`config.mk`:
```
export PLATFORM = sky130hd
export DESIGN_NAME = uart_csr_bridge
export DESIGN_NICKNAME = d
export VERILOG_FILES = /design/src/rtl/uart_csr_bridge.sv
export SDC_FILE = /design/constraint.sdc
export NUM_CORES = 1
export LEC_CHECK = 0
export CORE_UTILIZATION = 55
export DETAILED_ROUTE_END_ITERATION = 16
export HOLD_SLACK_MARGIN = 0.15
export PLACE_DENSITY_LB_ADDON = 0.08
export SYNTH_ARGS = -nofsm -noshare
export SYNTH_HDL_FRONTEND = slang
export SYNTH_SLANG_ARGS = --single-unit
```
`constraint.sdc`:
```
create_clock -name sys_clk -period 5 [get_ports sys_clk]
set_clock_uncertainty 0.15 [all_clocks]
set_input_delay 1 -clock sys_clk [delete_from_list [all_inputs] [get_ports sys_clk]]
set_output_delay 1 -clock sys_clk [all_outputs]
set_load 0.01 [all_outputs]
```
`src/rtl/uart_csr_bridge.sv`:
```
// UART-to-CSR debug bridge. It receives 8N1 command frames, issues single-word
// CSR reads and writes, and sends the response bytes back on the serial line.
module uart_csr_bridge #(
    parameter int clk_freq       = 100000000,
    parameter int baud           = 115200,
    parameter int timeout_cycles = clk_freq / 10
) (
    input  logic        sys_clk,
    input  logic        sys_rst_n,
    input  logic        uart_rx,
    output logic        uart_tx,
    output logic [13:0] csr_a,
    output logic        csr_we,
    output logic [31:0] csr_di,
    input  logic [31:0] csr_do,
    output logic        busy
);
    localparam int DIV_RAW = clk_freq / baud / 16;
    localparam int DIV     = (DIV_RAW < 1) ? 1 : DIV_RAW;
    localparam int DW      = (DIV > 1) ? $clog2(DIV) : 1;
    localparam logic [31:0] TO_LAST = 32'(timeout_cycles - 1);

    typedef enum logic [1:0] {RX_IDLE, RX_START, RX_DATA, RX_STOP} rx_state_t;
    typedef enum logic [2:0] {
        P_IDLE, P_ADDR_H, P_ADDR_L, P_DATA, P_WRITE, P_READ, P_READ_WAIT, P_RESP
    } p_state_t;

    logic [DW-1:0] div_cnt_r;
    logic          tick_r;
    logic          rx_meta_r, rx_sync_r, rx_prev_r;
    logic          rx_fall_s;
    rx_state_t     rx_state_r;
    logic [3:0]    rx_tcnt_r;
    logic [2:0]    rx_bcnt_r;
    logic [7:0]    rx_shift_r, rx_byte_r;
    logic          rx_valid_r;
    logic [8:0]    tx_shift_r;
    logic [3:0]    tx_tcnt_r, tx_bcnt_r;
    logic          tx_idle_r;
    logic          tx_ready_s, tx_load_s;
    logic [7:0]    tx_byte_s;
    p_state_t      p_state_r;
    logic          is_write_r;
    logic [5:0]    a_hi_r;
    logic [1:0]    d_cnt_r;
    logic [31:0]   resp_r;
    logic [2:0]    resp_left_r;
    logic [31:0]   to_cnt_r;
    logic          to_hit_s;

    assign rx_fall_s  = rx_prev_r & ~rx_sync_r;
    assign tx_byte_s  = resp_r[31:24];
    assign to_hit_s   = (to_cnt_r >= TO_LAST);
    // The transmitter accepts a new byte on the very cycle its stop bit ends,
    // so response frames follow each other with no idle gap.
    assign tx_ready_s = tx_idle_r | (tick_r & (tx_tcnt_r == 4'd15) & (tx_bcnt_r == 4'd9));

    // 16x oversampling tick generator
    always_ff @(posedge sys_clk or negedge sys_rst_n) begin
        if (!sys_rst_n) begin
            div_cnt_r <= {DW{1'b0}};
            tick_r    <= 1'b0;
        end else if (div_cnt_r == {DW{1'b0}}) begin
            div_cnt_r <= DW'(DIV - 1);
            tick_r    <= 1'b1;
        end else begin
            div_cnt_r <= div_cnt_r - DW'(1);
            tick_r    <= 1'b0;
        end
    end

    // Two-flop synchronizer for uart_rx plus edge-detect history
    always_ff @(posedge sys_clk or negedge sys_rst_n) begin
        if (!sys_rst_n) begin
            rx_meta_r <= 1'b1;
            rx_sync_r <= 1'b1;
            rx_prev_r <= 1'b1;
        end else begin
            rx_meta_r <= uart_rx;
            rx_sync_r <= rx_meta_r;
            rx_prev_r <= rx_sync_r;
        end
    end

    // Receiver: mid-bit sampling, glitch rejection and framing check
    always_ff @(posedge sys_clk or negedge sys_rst_n) begin
        if (!sys_rst_n) begin
            rx_state_r <= RX_IDLE;
            rx_tcnt_r  <= 4'd0;
            rx_bcnt_r  <= 3'd0;
            rx_shift_r <= 8'h00;
            rx_byte_r  <= 8'h00;
            rx_valid_r <= 1'b0;
        end else begin
            rx_valid_r <= 1'b0;
            case (rx_state_r)
                RX_IDLE: begin
                    if (rx_fall_s) begin
                        rx_tcnt_r  <= 4'd0;
                        rx_state_r <= RX_START;
                    end
                end
                RX_START: begin
                    if (tick_r) begin
                        if (rx_tcnt_r == 4'd7) begin
                            rx_tcnt_r  <= 4'd0;
                            rx_bcnt_r  <= 3'd0;
                            rx_state_r <= rx_sync_r ? RX_IDLE : RX_DATA;
                        end else begin
                            rx_tcnt_r <= rx_tcnt_r + 4'd1;
                        end
                    end
                end
                RX_DATA: begin
                    if (tick_r) begin
                        rx_tcnt_r <= rx_tcnt_r + 4'd1;
                        if (rx_tcnt_r == 4'd15) begin
                            rx_shift_r <= {rx_sync_r, rx_shift_r[7:1]};
                            rx_bcnt_r  <= rx_bcnt_r + 3'd1;
                            if (rx_bcnt_r == 3'd7) begin
                                rx_state_r <= RX_STOP;
                            end
                        end
                    end
                end
                RX_STOP: begin
                    if (tick_r) begin
                        rx_tcnt_r <= rx_tcnt_r + 4'd1;
                        if (rx_tcnt_r == 4'd15) begin
                            if (rx_sync_r) begin
                                rx_byte_r  <= rx_shift_r;
                                rx_valid_r <= 1'b1;
                            end
                            rx_state_r <= RX_IDLE;
                        end
                    end
                end
                default: rx_state_r <= RX_IDLE;
            endcase
        end
    end

    // Transmitter shift register; async reset returns the line to idle at once
    always_ff @(posedge sys_clk or negedge sys_rst_n) begin
        if (!sys_rst_n) begin
            uart_tx    <= 1'b1;
            tx_idle_r  <= 1'b1;
            tx_shift_r <= 9'h1FF;
            tx_tcnt_r  <= 4'd0;
            tx_bcnt_r  <= 4'd0;
        end else if (tx_load_s) begin
            uart_tx    <= 1'b0;
            tx_idle_r  <= 1'b0;
            tx_shift_r <= {1'b1, tx_byte_s};
            tx_tcnt_r  <= 4'd0;
            tx_bcnt_r  <= 4'd0;
        end else if (!tx_idle_r && tick_r) begin
            tx_tcnt_r <= tx_tcnt_r + 4'd1;
            if (tx_tcnt_r == 4'd15) begin
                if (tx_bcnt_r == 4'd9) begin
                    tx_idle_r <= 1'b1;
                end else begin
                    uart_tx    <= tx_shift_r[0];
                    tx_shift_r <= {1'b1, tx_shift_r[8:1]};
                    tx_bcnt_r  <= tx_bcnt_r + 4'd1;
                end
            end
        end
    end

    // Response byte hand-off to the transmitter
    always_comb begin
        tx_load_s = 1'b0;
        if ((p_state_r == P_RESP) && (resp_left_r != 3'd0) && tx_ready_s) begin
            tx_load_s = 1'b1;
        end else begin
            tx_load_s = 1'b0;
        end
    end

    // Command parser and CSR bus initiator
    always_ff @(posedge sys_clk or negedge sys_rst_n) begin
        if (!sys_rst_n) begin
            p_state_r   <= P_IDLE;
            is_write_r  <= 1'b0;
            a_hi_r      <= 6'd0;
            d_cnt_r     <= 2'd0;
            resp_r      <= 32'h0;
            resp_left_r <= 3'd0;
            to_cnt_r    <= 32'd0;
            csr_a       <= 14'h0;
            csr_we      <= 1'b0;
            csr_di      <= 32'h0;
            busy        <= 1'b0;
        end else begin
            csr_we <= 1'b0;
            case (p_state_r)
                P_IDLE: begin
                    to_cnt_r <= 32'd0;
                    if (rx_valid_r && ((rx_byte_r == 8'h01) || (rx_byte_r == 8'h02))) begin
                        is_write_r <= (rx_byte_r == 8'h01);
                        p_state_r  <= P_ADDR_H;
                        busy       <= 1'b1;
                    end
                end
                P_ADDR_H: begin
                    if (rx_valid_r) begin
                        a_hi_r    <= rx_byte_r[5:0];
                        to_cnt_r  <= 32'd0;
                        p_state_r <= P_ADDR_L;
                    end else if (to_hit_s) begin
                        p_state_r <= P_IDLE;
                        busy      <= 1'b0;
                    end else begin
                        to_cnt_r <= to_cnt_r + 32'd1;
                    end
                end
                P_ADDR_L: begin
                    if (rx_valid_r) begin
                        csr_a     <= {a_hi_r, rx_byte_r};
                        d_cnt_r   <= 2'd0;
                        to_cnt_r  <= 32'd0;
                        p_state_r <= is_write_r ? P_DATA : P_READ;
                    end else if (to_hit_s) begin
                        p_state_r <= P_IDLE;
                        busy      <= 1'b0;
                    end else begin
                        to_cnt_r <= to_cnt_r + 32'd1;
                    end
                end
                P_DATA: begin
                    if (rx_valid_r) begin
                        csr_di   <= {csr_di[23:0], rx_byte_r};
                        d_cnt_r  <= d_cnt_r + 2'd1;
                        to_cnt_r <= 32'd0;
                        if (d_cnt_r == 2'd3) begin
                            csr_we    <= 1'b1;
                            p_state_r <= P_WRITE;
                        end
                    end else if (to_hit_s) begin
                        p_state_r <= P_IDLE;
                        busy      <= 1'b0;
                    end else begin
                        to_cnt_r <= to_cnt_r + 32'd1;
                    end
                end
                P_WRITE: begin
                    resp_r      <= {8'hAA, 24'h000000};
                    resp_left_r <= 3'd1;
                    p_state_r   <= P_RESP;
                end
                P_READ: begin
                    p_state_r <= P_READ_WAIT;
                end
                P_READ_WAIT: begin
                    resp_r      <= csr_do;
                    resp_left_r <= 3'd4;
                    p_state_r   <= P_RESP;
                end
                P_RESP: begin
                    if (tx_load_s) begin
                        resp_r      <= {resp_r[23:0], 8'h00};
                        resp_left_r <= resp_left_r - 3'd1;
                    end else if ((resp_left_r == 3'd0) && tx_idle_r) begin
                        p_state_r <= P_IDLE;
                        busy      <= 1'b0;
                    end
                end
                default: begin
                    p_state_r <= P_IDLE;
                    busy      <= 1'b0;
                end
            endcase
        end
    end
endmodule

```
==> summary.md, run 1 <==
| Metric | Value |
|---|---|
| Period utilization | `0.667` |
| Routed len/inst | `16.4 um` |
| Hold_buf cts | `0` |
| Simple-gate portion of the synthesized area | `0.146` |
| Status | `completed` |
| IO buf count | `83` |
| Cells after synthesis | `727` |
| Area grow syn2layout | `18.9%` |
| Clock sinks | `~180` |
| FF-to-FF path depth | `5` |
| Synth Flop Type | `dfrtp_1` |
| Share of cells above drive strength 1 | `0.169` |
| Remaining Overflow, GRT | `0` |
| Final Hold Viols | `0` |
| CP Capture Type | `flop` |
| First-pass GRT wire length | `~28,000 um` |
| Min Tclk post-route | `3.33 ns` |
| Final hold slack | `0.205 ns` |
| FFs w/ async S/R, synth | `1.00` |
| Worst r2r src | `p_state_r[0]` |
| Fin Setup TNS | `0 ns` |
| Postcts setup bufs | `0` |
| Final setup fails | `0` |
| Vias per inst | `5.96` |
| Clk_lat worst skew | `0.42 ns` |
| Min-Delay Path Class | `flop to flop` |
| Worst Path Buf+Inv | `0` |
| Num rows | `44` |
| DR iter-0 viols | `469` |
| Worst endpoint data arrival time | `3.49 ns` |
| Syn Nets | `774` |
| Antenna-violating nets left | `0` |
| Cell Area, Placed | `9190 um2` |
| Slowest Stage Delay on Critical Path | `1.00 ns` |
| CTS tree | `built` |
| R2R setup slack | `~1.7 ns` |
| Pre-CTS WS | `1.66 ns` |
| Vias in the first global route | `5,848` |
| Worst Hold End | `rx_sync_r` |
| Synth Area in XOR/XNOR | `0.00850` |
| Compound-Gate Fraction of Synth Area | `0.122` |
| R2r endpoint | `resp_left_r[2]` |
| Distinct cells, synth | `57` |
| Hold depth | `0` |
| Max Slew Vio Count | `0` |
| Post-synthesis register bit count | `181` |
| PwrDens | `~300 nW/um2` |
| Root Buffer | `clkbuf_16` |
| Post-Layout Inst Area | `9810 um2` |
| Worst hold path startpoint | `rx_meta_r` |
| Fill count | `roughly 1,100` |
| Die ar. | `15,500 um2` |
| Starting density of the core | `0.565` |
| Required time of the critical path | `5.16 ns` |
| I/O Pins | `84` |
| RSZ-0062 raised after global routing | `false` |
| Die Span Y | `124 um` |
| Setup CP Type | `flop to flop` |
| CP max-delay cell | `dfrtp_2` |
| Most frequent CP cell | `o21ai_0` |
| Design Power | `0.00293 W` |
| # H-tree levels | `4` |
| Largest net degree at the start of global routing | `100` |
| Post-CTS sizing | `0` |
| Vias | `5,909` |
| GRT Util Overall | `0.223` |
| Post-Syn Area per Cell | `between 10 and 15 um2` |
| Worst setup margin | `around 1.7 ns` |
| Final Net Count | `841` |
| Synthesized area | `just over 8000 um2` |
| Core Area | `14,600 um2` |
| Largest family of logic cells by synthesized area | `simple AND/OR/NAND/NOR gates` |
| Final RePlAce weighted congestion | `between 0.8 and 0.9` |
| Post-synthesis sequential area ratio | `0.551` |
| Multiplexer share of the synthesized area | `0.127` |
| Max-Cap Viols | `0` |
| DP Wirelength | `10,800 um` |
| Area of the multi-input gates | `about 3500 um2` |
| Horiz. Die Dim | `124 um` |
| Least-Margin Pin Slew | `1.31 ns` |
| Worst-path maximum fanout | `42` |
| Relative slew slack | `0.118` |
| Wirelength, routed | `16,300 um` |
| FF+latch area | `~4500 um2` |
| Critical path's top delay family | `compound AO/OA/AOI/OAI gates` |
| Antenna violations before repair | `0` |
| EDFF count, synth | `0` |
| 1st-pass router iterations | `4` |
| DRC viols | `0` |
| TritonCTS Buffers | `17` |
| Leak | `4.23 nW` |
| Worst path cell trace | `nand3_1 > or2_2 > o21ai_0 > o21ai_0 > a22o_1` |
| Worst-path clk slew | `0.07 ns` |
| F_max | `between 200 and 300 MHz` |
| Adder-cell share of the synthesized area | `0.0182` |
| Bufs on Longest Clock Path | `2` |
| # diodes | `0` |
| Peak supply drop | `0.212 mV` |
| CP startpoint kind | `flop` |
| Synth Warn # | `0` |
## worst max-delay path by stage
| stage | start | end | slack (ns) | cells past startpoint |
|---|---|---|---|---|
| 2_1_floorplan | to_cnt_r[0] | to_cnt_r[10] | 2.79 | 7 |
| 3_3_place_gp | p_state_r[0] | tx_shift_r[0] | 1.81 | 4 |
| 3_5_place_dp | p_state_r[0] | resp_left_r[2] | 1.66 | 5 |
| 4_1_cts | p_state_r[0] | tx_shift_r[1] | 1.66 | 4 |
| 5_1_grt | p_state_r[0] | resp_left_r[2] | 1.35 | 5 |
| 6_report | p_state_r[0] | resp_left_r[2] | 1.67 | 5 |
## logic make-up (layout without fill, tap and decap cells)
family / count (synthesis) / count (layout)
fa+ha+maj: 12 / 12
compound gates: 142 / 142
flops: 181 / 181
simple gates: 234 / 234
mux: 96 / 96
xor+xnor: 8 / 8
buf+inv: 54 / 134
## stage by stage
| stage | utilization | cells |
|---|---|---|
| after detailed placement | 0.630 | 959 |
| after global routing | 0.672 | 991 |
| final | 0.672 | 991 |
| after global placement | 0.630 | 959 |
| after floorplan | - | 727 |
| after CTS | 0.672 | 991 |
## sequential cells by signal, summed over array words and instances (netlist names), 4 cells and up, named ones only
signal      flops
div_cnt_r       6
resp_r         32
tx_shift_r      8
a_hi_r          6
csr_di         32
to_cnt_r       32
csr_a          14
rx_byte_r       8
tx_bcnt_r       4
tx_tcnt_r       4
rx_shift_r      8
rx_tcnt_r       4
## cells in the final DEF (no fill, tap or decap), types with 3 or more instances in the layout
master,synthesis,routed
a211o_1,3,3
a21oi_1,22,22
a22o_1,13,13
a31oi_1,8,8
and2_1,11,11
and3_1,5,5
bufinv_16,0,3
clkbuf_16,0,17
clkbuf_8,0,3
clkdlybuf4s50_1,0,82
clkinv_4,0,4
dfrtp_1,168,167
dfstp_2,13,13
ha_1,12,12
inv_1,16,16
mux2_2,69,69
mux2i_1,27,27
nand2_1,65,65
nand2b_1,10,10
nand3_1,28,28
nand4_1,11,11
nor2_1,44,44
nor2b_1,4,4
nor3_1,10,9
nor4_1,8,8
o211ai_1,7,7
o21ai_0,24,24
o221a_2,7,7
o22ai_1,4,4
o311ai_0,4,4
o31ai_1,36,36
o41ai_1,3,3
or2_2,4,4
or3_1,3,3
or4_1,16,16
xor2_1,6,6
## per-layer routing
layer  up-vias  track usage  wire length (um)
met4         0       0.0595               167
li1       2806            -                 -
met1      2969        0.299              7640
met3        13       0.0442               585
met2       121        0.371              7900
met5         -            0                 0
## cell type report
class                           instances  share of cell area
Tap cell                              184              0.0235
Clock buffer                           21              0.0480
Multi-Input combinational cell        492               0.355
Inverter                               16             0.00612
Sequential cell                       181               0.464
Clock inverter                         11              0.0153
Timing Repair Buffer                   86              0.0884
## Yosys cell counts (2+ instances only)
| master | n | area, um2 |
|---|---|---|
| nand4_1 | 11 | 68.8 |
| or3_1 | 3 | 18.8 |
| o21bai_1 | 2 | 15.0 |
| o31ai_1 | 36 | 270 |
| o41ai_1 | 3 | 26.3 |
| clkbuf_1 | 24 | 90.1 |
| o211ai_1 | 7 | 52.6 |
| or2_2 | 4 | 25.0 |
| a31oi_1 | 8 | 50.1 |
| mux2_2 | 69 | 777 |
| o221a_2 | 7 | 78.8 |
| inv_1 | 16 | 60.1 |
| xor2_1 | 6 | 52.6 |
| o22ai_1 | 4 | 25.0 |
| xnor2_1 | 2 | 17.5 |
| a21oi_1 | 22 | 110 |
| buf_1 | 3 | 11.3 |
| nor3_1 | 10 | 50.1 |
| nor3b_1 | 2 | 15.0 |
| nand3b_1 | 2 | 15.0 |
| dfstp_2 | 13 | 342 |
| and2_1 | 11 | 68.8 |
| mux2i_1 | 27 | 270 |
| nor2b_1 | 4 | 25.0 |
| nand2b_1 | 10 | 62.6 |
| ha_1 | 12 | 150 |
| nand3_1 | 28 | 140 |
| or4_1 | 16 | 120 |
| and3_1 | 5 | 31.3 |
| nor4b_1 | 2 | 17.5 |
| nor2_1 | 44 | 165 |
| o21a_1 | 2 | 15.0 |
| a211o_1 | 3 | 26.3 |
| a22o_1 | 13 | 114 |
| buf_2 | 10 | 50.1 |
| dfrtp_1 | 168 | 4200 |
| o311ai_0 | 4 | 35.0 |
| o21ai_0 | 24 | 120 |
| nand2_1 | 65 | 244 |
| nor4_1 | 8 | 50.1 |
## where the power goes
group          total [W]  leakage (nW)  switching (W)  internal, W
combinational  0.0000676          1.60      0.0000371    0.0000305
clock            0.00139         0.299       0.000558     0.000828
sequential       0.00147          2.34     0.00000385      0.00147
total            0.00293          4.23       0.000599      0.00233
(Power assumes the default switching activity.)
==> run 2, diff against run 1 <==
==> constraint.sdc (replaced) <==
create_clock -name sys_clk -period 3.11 [get_ports sys_clk]
set_clock_uncertainty 0.15 [all_clocks]
set_input_delay 0.622 -clock sys_clk [delete_from_list [all_inputs] [get_ports sys_clk]]
set_output_delay 0.622 -clock sys_clk [all_outputs]
set_load 0.01 [all_outputs]
==> summary.md, run 2 (same netlist as run 1, synthesis figures left out) <==
| Metric | Value |
|---|---|
| Max Slew Vio Count | `0 (unchanged)` |
| CP max-delay cell | `o21ai_0` |
| Peak supply drop | `0.488 mV (+130%)` |
| FF-to-FF path depth | `4 (-1)` |
| Share of cells above drive strength 1 | `0.176 (+0.00795)` |
| DP Wirelength | `11,300 um (+5.3%)` |
| Antenna-violating nets left | `0 (unchanged)` |
| Clk_lat worst skew | `0.43 ns (about the same)` |
| Worst-path maximum fanout | `12 (-71%)` |
| GRT Util Overall | `0.224 (+0.00136)` |
| Relative slew slack | `0.178 (+0.0603)` |
| Final RePlAce weighted congestion | `0.854 (+0.81%)` |
| Worst Hold End | `rx_sync_r` |
| Core Area | `14,600 um2 (unchanged)` |
| Largest net degree at the start of global routing | `75 (-25%)` |
| Routed len/inst | `16.5 um (+0.38%)` |
| Die ar. | `15,500 um2 (unchanged)` |
| CP Capture Type | `flop` |
| RSZ-0062 raised after global routing | `false` |
| Vias | `5,969 (+1.0%)` |
| Hold depth | `0 (unchanged)` |
| CP startpoint kind | `flop` |
| # diodes | `0 (unchanged)` |
| Worst endpoint data arrival time | `2.97 ns (-0.52 ns)` |
| Worst setup margin | `0.354 ns (-1.31 ns)` |
| IO buf count | `83 (unchanged)` |
| R2R setup slack | `0.35 ns (-1.31 ns)` |
| First-pass GRT wire length | `28,300 um (-0.19%)` |
| # H-tree levels | `4 (unchanged)` |
| TritonCTS Buffers | `17 (unchanged)` |
| Final setup fails | `0 (unchanged)` |
| Max-Cap Viols | `0 (unchanged)` |
| Slowest Stage Delay on Critical Path | `0.95 ns (-0.05 ns)` |
| Vias in the first global route | `5,895 (+0.80%)` |
| Min-Delay Path Class | `flop to flop` |
| Most common cell after layout, fill and taps aside | `dfrtp_1` |
| Remaining Overflow, GRT | `0 (unchanged)` |
| Worst hold path startpoint | `rx_meta_r` |
| DR iter-0 viols | `417 (-11%)` |
| Fill count | `1,099 (-0.27%)` |
| Postcts setup bufs | `0 (unchanged)` |
| Worst r2r src | `p_state_r[1]` |
| Pre-CTS WS | `0.377 ns (-1.29 ns)` |
| Fin Setup TNS | `0 ns (unchanged)` |
| Most frequent cells in the layout | `dfrtp_1, clkdlybuf4s50_1, mux2_2` |
| Final Hold Viols | `0 (unchanged)` |
| Num rows | `44 (unchanged)` |
| Least-Margin Pin Slew | `1.22 ns (-0.0921 ns)` |
| Clock sinks | `181 (unchanged)` |
| Leak | `4.29 nW (+1.4%)` |
| F_max | `363 MHz (+21%)` |
| DRC viols | `0 (unchanged)` |
| Post-CTS sizing | `0 (unchanged)` |
| Root Buffer | `clkbuf_16` |
| Status | `completed` |
| I/O Pins | `84 (unchanged)` |
| Min Tclk post-route | `2.76 ns (-0.579 ns)` |
| CP startpoint | `p_state_r[1]` |
| 1st-pass router iterations | `5 (+1)` |
| Setup CP Type | `flop to flop` |
| Period utilization | `0.886 (+0.219)` |
| Worst path cell trace | `nand3_1 > or2_2 > o21ai_0 > o221a_2` |
| Bufs on Longest Clock Path | `2 (unchanged)` |
| Starting density of the core | `0.565 (unchanged)` |
| Top Registers | `csr_di (32), resp_r (32), to_cnt_r (32)` |
| Antenna violations before repair | `0 (unchanged)` |
| Horiz. Die Dim | `124 um (unchanged)` |
| R2r endpoint | `tx_shift_r[4]` |
| PwrDens | `479 nW/um2 (+60%)` |
| Vias per inst | `5.97 (+0.11%)` |
| Wirelength, routed | `16,500 um (+1.3%)` |
| Final Net Count | `853 (+1.4%)` |
| CTS tree | `built` |
| Worst-path clk slew | `0.06 ns (about the same)` |
| Area grow syn2layout | `20.0%` |
| Die Span Y | `124 um (unchanged)` |
| Required time of the critical path | `3.32 ns (-1.84 ns)` |
-- run 2: routing by layer --
metal | vias up | GRT usage | routed length [um] | share of wire
met5 | - | 0 | 0 | 0
met1 | 3000 | 0.302 | 7730 | 0.47
li1 | 2830 | - | - | -
met4 | 0 | 0.0581 | 137 | 0.0083
met2 | 126 | 0.368 | 8040 | 0.49
met3 | 13 | 0.0494 | 605 | 0.037
-- run 2: area by class of cell --
| class | instances | area, um2 | share of cell area |
|---|---|---|---|
| Clock buffer | 21 | 470 | 0.0475 |
| Clock inverter | 8 | 149 | 0.0150 |
| Inverter | 16 | 60.1 | 0.00607 |
| Multi-Input combinational cell | 492 | 3480 | 0.352 |
| Sequential cell | 181 | 4550 | 0.459 |
| Tap cell | 184 | 230 | 0.0233 |
| Timing Repair Buffer | 98 | 960 | 0.0969 |
-- run 2: worst max-delay path: cells and delay by family (launching register included) --
kind / cells / cell delay, ns
flops: 1 / 0.54
simple gates: 2 / 0.66
compound gates: 2 / 1.33
-- run 2: worst max path at each step --
| stage | endpoint | slack (ns) |
|---|---|---|
| 3_3_place_gp | tx_shift_r[4] | 0.55 |
| 2_1_floorplan | to_cnt_r[10] | 0.90 |
| 5_1_grt | tx_shift_r[4] | 0.16 |
| 6_report | tx_shift_r[4] | 0.35 |
| 3_5_place_dp | tx_shift_r[1] | 0.38 |
| 4_1_cts | tx_shift_r[0] | 0.33 |
-- run 2: through the flow --
step                cells  power, W   util  instance area, um2  hold WS (ns)
global placement      970   0.00252  0.635                9270         0.195
CTS                  1000   0.00479  0.679                9900         0.210
global route         1000   0.00490  0.679                9900         0.218
finish               1000   0.00474  0.679                9900         0.207
floorplan             727   0.00242      -                8250         0.176
detailed placement    970   0.00252  0.635                9270         0.201
-- run 2: report_power, final --
group / switching, W / internal (W) / total (W) / leakage [nW]
Sequential: 0.00000579 / 0.00236 / 0.00237 / 2.34
Combinational: 0.0000589 / 0.0000514 / 0.000110 / 1.65
Clock: 0.000863 / 0.00140 / 0.00226 / 0.298
Total: 0.000928 / 0.00381 / 0.00474 / 4.29
-- run 2: timing repair --
| item | CTS | global route |
|---|---|---|
| hold buffers | 1 | 0 |
| hold endpoints to repair | 40 | 0 |
| endpoints found under the setup margin | 0 | 0 |
